==> src/rtl/multi_ch_capture_if.sv <==
// RAM control/read bus and UART response handshake of the capture engine.
// master = capture engine side, slave = RAM model / UART side.
interface multi_ch_capture_if #(
    parameter int NUM_CH = 3,
    parameter int DATA_W = 8,
    parameter int ADDR_W = 9
) ();
    logic                     en;
    logic                     we;
    logic [ADDR_W-1:0]        addr;
    logic [NUM_CH*DATA_W-1:0] ch_rdata;
    logic [DATA_W-1:0]        resp_data;
    logic                     send_resp;
    logic                     resp_sent;

    modport master (
        output en, we, addr, resp_data, send_resp,
        input  ch_rdata, resp_sent
    );

    modport slave (
        input  en, we, addr, resp_data, send_resp,
        output ch_rdata, resp_sent
    );
endinterface

==> src/rtl/multi_ch_capture.sv <==
// Decimated circular capture of NUM_CH RAM channels around a trigger, then byte dump of one channel.
// Latency: write strobe drives en/we/addr in the same cycle; each dumped byte costs read + send + ack wait.
// Backpressure: dump holds in DUMP_WAIT until resp_sent; capture has none (RAM always accepts).
module multi_ch_capture #(
    parameter int NUM_CH = 3,
    parameter int DATA_W = 8,
    parameter int ADDR_W = 9,
    parameter int DEC_W  = 4,
    localparam int CH_W  = (NUM_CH > 1) ? $clog2(NUM_CH) : 1
) (
    input  logic              clk,
    input  logic              rst_n,
    input  logic              smp_tick,
    input  logic [DEC_W-1:0]  dec_pwr,
    input  logic [ADDR_W-1:0] trig_pos,
    input  logic              start_cap,
    input  logic              abort,
    input  logic              trigger,
    output logic              armed,
    output logic              capture_done,
    input  logic              start_dump,
    input  logic [CH_W-1:0]   dump_ch,
    output logic              dump_finished,
    multi_ch_capture_if.master bus
);

    localparam int DEPTH = 2**ADDR_W;
    localparam int DCW   = 2**DEC_W - 1;
    localparam int CW    = ADDR_W + 1;

    typedef enum logic [2:0] {
        IDLE, FILL, ARMED, POST, DONE, DUMP_RD, DUMP_SEND, DUMP_WAIT
    } state_t;

    state_t state, state_nxt;

    logic [ADDR_W-1:0] wptr, rptr, oldest, addr_q, addr_w;
    logic [CW-1:0]     smp_cnt, post_cnt, byte_cnt, pre_len;
    logic [DCW-1:0]    dec_cnt, dec_mask;
    logic [DEC_W-1:0]  dec_pwr_q;
    logic [ADDR_W-1:0] trig_pos_q;
    logic [CH_W-1:0]   ch_sel;
    logic [DATA_W-1:0] resp_data_q, sel_byte;
    logic              send_resp_q;

    logic capturing, strobe, rd_cyc, ram_go, en_w, we_w;
    logic cap_go, dump_ch_ok, fill_done, post_done, trig_arm, enter_done, last_byte;

    assign capturing  = (state == FILL) || (state == ARMED) || (state == POST);
    assign strobe     = capturing && smp_tick && (dec_cnt == '0);
    assign rd_cyc     = (state == DUMP_RD);
    assign dec_mask   = ~({DCW{1'b1}} << dec_pwr_q);
    assign pre_len    = CW'(DEPTH) - {1'b0, trig_pos_q};
    assign cap_go     = start_cap && !abort &&
                        !((state == DUMP_RD) || (state == DUMP_SEND) || (state == DUMP_WAIT));
    assign dump_ch_ok = (32'(dump_ch) < NUM_CH);
    assign fill_done  = (state == FILL) && strobe && ((smp_cnt + 1'b1) == pre_len);
    assign post_done  = (state == POST) && strobe && ((post_cnt + 1'b1) == {1'b0, trig_pos_q});
    assign trig_arm   = (state == ARMED) && trigger;
    assign enter_done = (trig_arm && (trig_pos_q == '0)) || post_done;
    assign last_byte  = (byte_cnt == CW'(DEPTH - 1));

    // RAM strobes are combinational from registered state; abort and reset silence them at once.
    assign ram_go = rst_n && !abort;
    assign we_w   = ram_go && strobe;
    assign en_w   = ram_go && (strobe || rd_cyc);
    assign addr_w = !en_w ? addr_q : (rd_cyc ? rptr : wptr);

    assign bus.en        = en_w;
    assign bus.we        = we_w;
    assign bus.addr      = addr_w;
    assign bus.resp_data = resp_data_q;
    assign bus.send_resp = send_resp_q;

    always_comb begin
        sel_byte = '0;
        for (int k = 0; k < NUM_CH; k++) begin
            if (ch_sel == CH_W'(k)) sel_byte = bus.ch_rdata[k*DATA_W +: DATA_W];
        end
    end

    always_ff @(posedge clk) begin
        if (!rst_n) state <= IDLE;
        else        state <= state_nxt;
    end

    always_comb begin
        state_nxt = state;
        if (abort) begin
            state_nxt = IDLE;
        end else if (cap_go) begin
            state_nxt = FILL;
        end else begin
            case (state)
                FILL:      if (fill_done) state_nxt = ARMED;
                ARMED:     if (trigger) state_nxt = (trig_pos_q == '0) ? DONE : POST;
                POST:      if (post_done) state_nxt = DONE;
                DONE:      if (start_dump && dump_ch_ok) state_nxt = DUMP_RD;
                DUMP_RD:   state_nxt = DUMP_SEND;
                DUMP_SEND: state_nxt = DUMP_WAIT;
                DUMP_WAIT: if (bus.resp_sent) state_nxt = last_byte ? DONE : DUMP_RD;
                default:   state_nxt = state;
            endcase
        end
    end

    always_ff @(posedge clk) begin
        if (!rst_n) begin
            wptr          <= '0;
            rptr          <= '0;
            oldest        <= '0;
            addr_q        <= '0;
            smp_cnt       <= '0;
            post_cnt      <= '0;
            byte_cnt      <= '0;
            dec_cnt       <= '0;
            dec_pwr_q     <= '0;
            trig_pos_q    <= '0;
            ch_sel        <= '0;
            resp_data_q   <= '0;
            send_resp_q   <= 1'b0;
            armed         <= 1'b0;
            capture_done  <= 1'b0;
            dump_finished <= 1'b0;
        end else begin
            send_resp_q   <= 1'b0;
            dump_finished <= 1'b0;
            addr_q        <= addr_w;
            if (abort) begin
                armed        <= 1'b0;
                capture_done <= 1'b0;
            end else if (cap_go) begin
                wptr         <= '0;
                smp_cnt      <= '0;
                post_cnt     <= '0;
                dec_cnt      <= '0;
                dec_pwr_q    <= dec_pwr;
                trig_pos_q   <= trig_pos;
                armed        <= 1'b0;
                capture_done <= 1'b0;
            end else begin
                if (capturing && smp_tick) dec_cnt <= (dec_cnt + 1'b1) & dec_mask;
                if (strobe) wptr <= wptr + 1'b1;
                if ((state == FILL) && strobe) smp_cnt <= smp_cnt + 1'b1;
                if (fill_done) armed <= 1'b1;
                // A strobe coinciding with the trigger is a pre-trigger sample.
                if (trig_arm) post_cnt <= '0;
                else if ((state == POST) && strobe) post_cnt <= post_cnt + 1'b1;
                if (enter_done) begin
                    armed        <= 1'b0;
                    capture_done <= 1'b1;
                    oldest       <= strobe ? wptr + 1'b1 : wptr;
                end
                case (state)
                    DONE: begin
                        if (start_dump && dump_ch_ok) begin
                            ch_sel   <= dump_ch;
                            rptr     <= oldest;
                            byte_cnt <= '0;
                        end
                    end
                    DUMP_SEND: begin
                        resp_data_q <= sel_byte;
                        send_resp_q <= 1'b1;
                    end
                    DUMP_WAIT: begin
                        if (bus.resp_sent) begin
                            if (last_byte) begin
                                dump_finished <= 1'b1;
                            end else begin
                                rptr     <= rptr + 1'b1;
                                byte_cnt <= byte_cnt + 1'b1;
                            end
                        end
                    end
                    default: ;
                endcase
            end
        end
    end

endmodule

==> src/flat_wrapper.sv <==
// flat-port wrapper written by rule: the top's interface ports become plain ports
module multi_ch_capture_flat 
#(
    parameter int NUM_CH = 3,
    parameter int DATA_W = 8,
    parameter int ADDR_W = 9,
    parameter int DEC_W  = 4,
    localparam int CH_W  = (NUM_CH > 1) ? $clog2(NUM_CH) : 1
)
  (clk, rst_n, smp_tick, dec_pwr, trig_pos, start_cap, abort, trigger, armed, capture_done, start_dump, dump_ch, dump_finished, bus_en, bus_we, bus_addr, bus_resp_data, bus_send_resp, bus_ch_rdata, bus_resp_sent);
  multi_ch_capture_if #(.NUM_CH(NUM_CH), .DATA_W(DATA_W), .ADDR_W(ADDR_W)) bus_i ();
  input  logic clk;
  input  logic rst_n;
  input  logic smp_tick;
  input  logic [DEC_W-1:0] dec_pwr;
  input  logic [ADDR_W-1:0] trig_pos;
  input  logic start_cap;
  input  logic abort;
  input  logic trigger;
  output logic armed;
  output logic capture_done;
  input  logic start_dump;
  input  logic [CH_W-1:0] dump_ch;
  output logic dump_finished;
  output wire logic [$bits(bus_i.en)-1:0] bus_en;
  output wire logic [$bits(bus_i.we)-1:0] bus_we;
  output wire logic [$bits(bus_i.addr)-1:0] bus_addr;
  output wire logic [$bits(bus_i.resp_data)-1:0] bus_resp_data;
  output wire logic [$bits(bus_i.send_resp)-1:0] bus_send_resp;
  input wire logic [$bits(bus_i.ch_rdata)-1:0] bus_ch_rdata;
  input wire logic [$bits(bus_i.resp_sent)-1:0] bus_resp_sent;
  assign bus_en = bus_i.en;
  assign bus_we = bus_i.we;
  assign bus_addr = bus_i.addr;
  assign bus_resp_data = bus_i.resp_data;
  assign bus_send_resp = bus_i.send_resp;
  assign bus_i.ch_rdata = bus_ch_rdata;
  assign bus_i.resp_sent = bus_resp_sent;
  multi_ch_capture #(.NUM_CH(NUM_CH), .DATA_W(DATA_W), .ADDR_W(ADDR_W), .DEC_W(DEC_W)) u_core (.clk(clk), .rst_n(rst_n), .smp_tick(smp_tick), .dec_pwr(dec_pwr), .trig_pos(trig_pos), .start_cap(start_cap), .abort(abort), .trigger(trigger), .armed(armed), .capture_done(capture_done), .start_dump(start_dump), .dump_ch(dump_ch), .dump_finished(dump_finished), .bus(bus_i));
endmodule
==> config.mk <==
export PLATFORM = sky130hd
export DESIGN_NAME = multi_ch_capture_flat
export DESIGN_NICKNAME = d
export VERILOG_FILES = /design/src/rtl/multi_ch_capture_if.sv /design/src/rtl/multi_ch_capture.sv /design/src/flat_wrapper.sv
export SDC_FILE = /design/constraint.sdc
export NUM_CORES = 1
export LEC_CHECK = 0
export BUFFER_PORTS_ARGS = -buffer_cell sky130_fd_sc_hd__buf_2
export CAP_MARGIN = 15
export CORE_ASPECT_RATIO = 1.75
export CORE_MARGIN = 10
export CORE_UTILIZATION = 53
export CTS_CLUSTER_SIZE = 20
export DETAILED_ROUTE_END_ITERATION = 8
export PLACE_DENSITY = 0.76
export SKIP_CTS_REPAIR_TIMING = 1
export SYNTH_ARGS = -nofsm -noshare
export SYNTH_HDL_FRONTEND = slang
export SYNTH_SLANG_ARGS = --single-unit
==> constraint.sdc <==
create_clock -name clk -period 2.45 [get_ports clk]
set_input_delay 0.1225 -clock clk [delete_from_list [all_inputs] [get_ports clk]]
set_output_delay 0.1225 -clock clk [all_outputs]
set_load 0.02 [all_outputs]
Yosys cells after proc, flatten, opt, wreduce, memory -nomap -nowiden --
Cells that the tools add are included.
Storage, ports and cells: register bits after elaboration 111, output and inout port bits 23
Cells by class: add/sub/neg operators 7, magnitude comparators 1, equal/unequal tests 23, shift operators 1, multiplexer cells 33, bitwise logic cells 7, reduce and logical (&&, ||, !) cells 45
Operator list (count):
- 10-bit 2-to-1 mux | 8
- 9-bit 2-to-1 mux | 7
- 10-bit by 1-bit adder with 10-bit output (second input constant) | 3
- 15-bit 2-to-1 mux | 2
- 8-bit 2-to-1 mux | 3
- 3-bit case mux with 7 select lines | 1
- 10-bit case mux with 2 select lines | 1
- 9-bit by 1-bit adder with 9-bit output (second input constant) | 2
- 3-bit 2-to-1 mux | 6
- 9-bit case mux with 2 select lines | 1
- 6-bit AND reduction | 3
- 15-bit by 1-bit adder with 15-bit output (second input constant) | 1
- 15-bit bitwise AND | 1
- 15-bit logical NOT | 1
- 15-bit inverter | 1
- 15-bit by 4-bit left shift with 15-bit output (first input constant) | 1
- 1-bit logical AND | 14
- 3-bit == test (second input constant) | 4
- 10-bit == test | 1
- 10-bit by 9-bit == test with 1-bit output | 1
- 10-bit by 9-bit == test with 1-bit output (second input constant) | 1
- 10-bit by 9-bit subtractor with 10-bit output (first input constant) | 1
- 9-bit logical NOT | 1
- 3-bit by 1-bit != test with 1-bit output (second input constant) | 3
- other kinds (24) | 49

Logic depth before layout (Yosys ltp) --
word-level depth 10, gate-level depth with buffers 11, depth with buffers taken out 11

Least setup slack after synthesis --
Ideal clock, no wire load.
path type reg-to-reg, start point register u_core.trig_pos_q[0], end point register u_core.state[1], setup time 0.059 ns, data arrival time 2.548 ns, required time 2.391 ns, slack -0.158 ns, stages on the path, launching flop included 12, clock period less this slack 2.608 ns, cells stage by stage dfxtp_1 -> inv_1 -> ha_1 -> or3b_2 -> nor3_1 -> ha_1 -> xor2_1 -> xnor2_1 -> nand2_1 -> or4_4 -> a21oi_2 -> o31a_1
On the way: cells in the longest elaborated chain, start to end 5
RTL lines:
- start, declared | line multi_ch_capture.sv:41 | logic [ADDR_W-1:0] trig_pos_q;
- start signal, assigned | line multi_ch_capture.sv:138 | trig_pos_q <= trig_pos;
- 10-bit by 9-bit subtractor with 10-bit output | line multi_ch_capture.sv:53 | assign pre_len = CW'(DEPTH) - {1'b0, trig_pos_q};
- 10-bit == test | line multi_ch_capture.sv:57 | assign fill_done = (state == FILL) && strobe && ((smp_cnt + 1'b1) == pre_len);
- 1-bit logical AND | line multi_ch_capture.sv:57
- 2-bit by 1-bit != test with 1-bit output (no line)
- 6-bit AND reduction (no line)
- end signal, assigned | line multi_ch_capture.sv:84 | else state <= state_nxt;
- end, declared | line multi_ch_capture.sv:35 | state_t state, state_nxt;
Several ways; a longest one is shown, not always the timed one. The select of a mux whose other input is x is not followed. A chain may end at the register's enable or synchronous reset.

Worst setup path after layout --
start point register u_core.trig_pos_q[1], end point register u_core.state[1]
The elaborated chain is that of the path after synthesis.

==> impl_metrics.py <==
metrics = {
    "clocking": {
        "h-tree-depth": 3,
        "clock_latency_ps": 360,
        "cts_buffer_depth": 2,
        "numCtsBuffers": 9,
        "clk_pin_slew_worst_paths_ps": 70,
        "root_buffer": "clkbuf_16",
        "cts_tree": "built",
        "clock_sinks": 111,
    },
    "timing": {
        "max_freq_mhz": 397.6,
        "drv_slew": 0,
        "holdWs_ps": -4.595,
        "maxSlewHeadroom": 0.5355,
        "tightestPinTransition_ps": 696.7,
        "setup_viol": 3,
        "rsz0062_at_grt": "true",
        "tns_ps": -128.8,
        "layout_setup_ws_ps": -64.98,
        "min_period_over_period": 1.027,
        "clock_skew_ps": 9.556,
        "hold_viol_final": 2,
        "period_needed_ps": 2515,
    },
    "global_route": {
        "antenna_found_initial": 0,
        "grt_use_total": 0.2117,
        "grt_max_degree": 41,
        "grt_pass1_wl_mm": 28.68,
        "grt-ovfl-total": 0,
        "grt_pass1_vias": 6188,
    },
    "die": {
        "io_pins": 70,
        "dieHeight_um": 162.9,
        "die-area_mm2": 0.01656,
        "floorplan.rows": 52,
        "core-area_mm2": 0.01152,
        "initial_utilization": 0.5370,
        "dieWidth_um": 101.7,
    },
    "final_layout": {
        "num-fill-cells": 1023,
        "stdcell_count": 1036,
        "num-nets-final": 953,
        "diodes": 0,
        "syn_to_final_growth_pct": 20.13,
        "layout-drive-gt1-share": 0.2109,
        "fin_util": 0.6452,
    },
    "place": {
        "dp_hpwl_mm": 13.34,
        "port_buffers": 69,
        "gp_congestion": 0.9352,
        "dp_cells": 1017,
    },
    "yosys": {
        "synthTopCellsByArea": "dfxtp_1 36%, a21oi_1 7.0%, nor2_1 5.8%",
        "ys_warn_count": 0,
        "synth-edff-count": 0,
        "yosys.area.top_type_share": 0.3593,
        "syn_area_per_cell_um2": 7.721,
        "syn-instance-count": 801,
        "syn-num-nets": 857,
        "synth-main-ff-cell": "dfxtp_1",
        "yosysTopAreaCell": "dfxtp_1",
        "synthDistinctLibCells": 67,
        "async_flop_share": 0,
        "ys_seq_area_frac": 0.3593,
        "ys_ff_latch": 111,
        "syn_area_mm2": 0.006185,
    },
    "min_path": {
        "min_path_type": "input pin to register",
        "hold_depth": 3,
    },
    "critical_path": {
        "critPathCaptureType": "register",
        "arrival_ps": 2810,
        "required_ps": 2750,
        "critPathKind": "register to register",
        "worst_setup_path_start_kind": "register",
        "cp_max_fo": 3,
        "r2r_cells": 11,
    },
    "power_and_ir_drop": {
        "power_mw": 3.596,
        "power_density_mw_per_mm2": 484.0,
        "max-vdd-ir-drop_mv": 0.3214,
        "p_leak_nw": 2.895,
    },
    "drt": {
        "drtIter0Drc": 357,
        "totalWireLength_mm": 17.96,
        "drc_errors": 0,
        "num_vias": 6323,
        "viasPerCell": 6.103,
        "ant_nets": 0,
        "wire_per_inst_um": 17.33,
        "drt_pass1_iterations": 5,
    },
    "outcome": {
        "outcome": "complete, but fails checks",
        "violations": "hold timing, setup timing",
    },
    "job": {
        "max_cap_viol_count": 0,
    },
}
==> cell usage in the layout, fill, tap and decap left out, types with 4 or more instances in the layout <==
| cell type | synthesis | layout |
|---|---|---|
| nand2_1 | 88 | 88 |
| nand4_1 | 17 | 17 |
| buf_4 | 2 | 69 |
| xnor2_1 | 29 | 29 |
| nor3_1 | 19 | 18 |
| and4_1 | 6 | 6 |
| inv_1 | 18 | 15 |
| nand2b_1 | 6 | 6 |
| or4_1 | 5 | 5 |
| and3_1 | 18 | 18 |
| ha_1 | 9 | 7 |
| o21ai_2 | 0 | 10 |
| o221a_2 | 4 | 4 |
| or3_1 | 6 | 6 |
| a211oi_1 | 20 | 20 |
| buf_2 | 9 | 60 |
| xor2_1 | 19 | 19 |
| nand3_1 | 23 | 22 |
| nor4_1 | 11 | 9 |
| dfxtp_2 | 0 | 6 |
| o21ai_0 | 49 | 39 |
| a21oi_1 | 87 | 86 |
| a31oi_1 | 7 | 6 |
| nor2b_1 | 10 | 10 |
| clkbuf_16 | 0 | 9 |
| and2_1 | 11 | 10 |
| nor2_1 | 96 | 96 |
| mux2i_1 | 18 | 18 |
| nand4b_1 | 5 | 5 |
| dfxtp_1 | 111 | 105 |
==> cells by family (layout without fill, tap and decap cells) <==
logic type               after synthesis  count (layout)  share of synthesized area
adder cells (fa/ha/maj)                9               9                    0.01821
AO/OA/AOI/OAI                        210             211                     0.2080
AND/OR/NAND/NOR                      338             338                     0.2707
XOR/XNOR                              49              49                    0.07162
flip-flops                           111             111                     0.3593
multiplexers                          18              18                    0.02913
buffers and inverters                 66             165                    0.04309
==> synth_stat cells, types with 3 or more instances <==
cell type  instances
ha_1               9
inv_1             18
dfxtp_1          111
nand2_1           88
a21o_1             3
nor4_1            11
a41oi_1            3
o21ai_0           49
or3_1              6
buf_1              3
nand3_1           23
and3_1            18
nor3_1            19
mux2i_1           18
and4_1             6
clkbuf_1          33
o31a_1             3
o31ai_1            3
buf_2              9
nand2b_1           6
nand4b_1           5
o221a_2            4
nor4b_1            4
xnor2_1           29
or4_1              5
a22o_1             3
nand4_1           17
a211oi_1          20
or2_2              3
o21ai_1            3
a31oi_1            7
xor2_1            19
and2_1            11
nor3b_1            3
nor2b_1           10
nor2_1            96
a21oi_1           87
==> metrics by stage <==
| step | worst slack (ps) | cell area (um^2) |
|---|---|---|
| floorplan | 4.919 | 6196 |
| global placement | -0.9079 | 6970 |
| detailed placement | -69.73 | 6970 |
| CTS | -308.8 | 7249 |
| global route | -178.6 | 7430 |
| finish | -64.98 | 7430 |
==> worst paths after layout <==
kind	start	end	slack (ps)
worst min-delay path	trig_pos[1]	u_core.trig_pos_q[1]	-5
worst max-delay path	u_core.trig_pos_q[1]	u_core.state[1]	-60
worst min register to register	u_core.post_cnt[9]	u_core.post_cnt[9]	470
worst max register to register	u_core.trig_pos_q[1]	u_core.state[1]	-60
==> final cells by class <==
type / instances / area (um^2) / area share
clock buffer: 9 / 225.2 / 0.03031
timing repair buffer: 131 / 848.3 / 0.1142
tap: 135 / 168.9 / 0.02273
inverter: 19 / 71.32 / 0.009599
clock inverter: 6 / 53.80 / 0.007241
sequential: 111 / 2230 / 0.3001
multi-input combinational: 625 / 3832 / 0.5158
==> routing by layer <==
metal  GRT usage  vias up  part of all wire
met2      0.3821      226              0.53
met4      0.1007        0             0.029
met5           0        -                 0
met3     0.04248       47             0.059
met1      0.2262     2981              0.38
li1            -     3069                 -
==> worst max-delay path: stages, from the launching register on <==
cell and delay [ps]:
dfxtp_2 330, inv_2 60, ha_4 130, or3b_4 390
nor3_4 130, ha_1 260, xor2_1 150, xnor2_1 160
nand2_1 70, or4_4 520, a21oi_2 150, o31a_1 110
==> registers in the layout, summed over array words and instances, names as in the netlist, 8 cells and up <==
register and count:
u_core.addr_q 9, u_core.bus.resp_data 8, u_core.byte_cnt 10, u_core.dec_cnt 15, u_core.oldest 9, u_core.post_cnt 10, u_core.rptr 9, u_core.smp_cnt 10
u_core.trig_pos_q 9, u_core.wptr 9
==> report_power, final <==
| part | leakage, nW | internal, mW | switching (mW) |
|---|---|---|---|
| registers | 0.898 | 1.81 | 0.0161 |
| clock network | 0.134 | 0.704 | 0.716 |
| logic | 1.86 | 0.150 | 0.197 |
No activity file was read; power rests on OpenSTA's default activity.
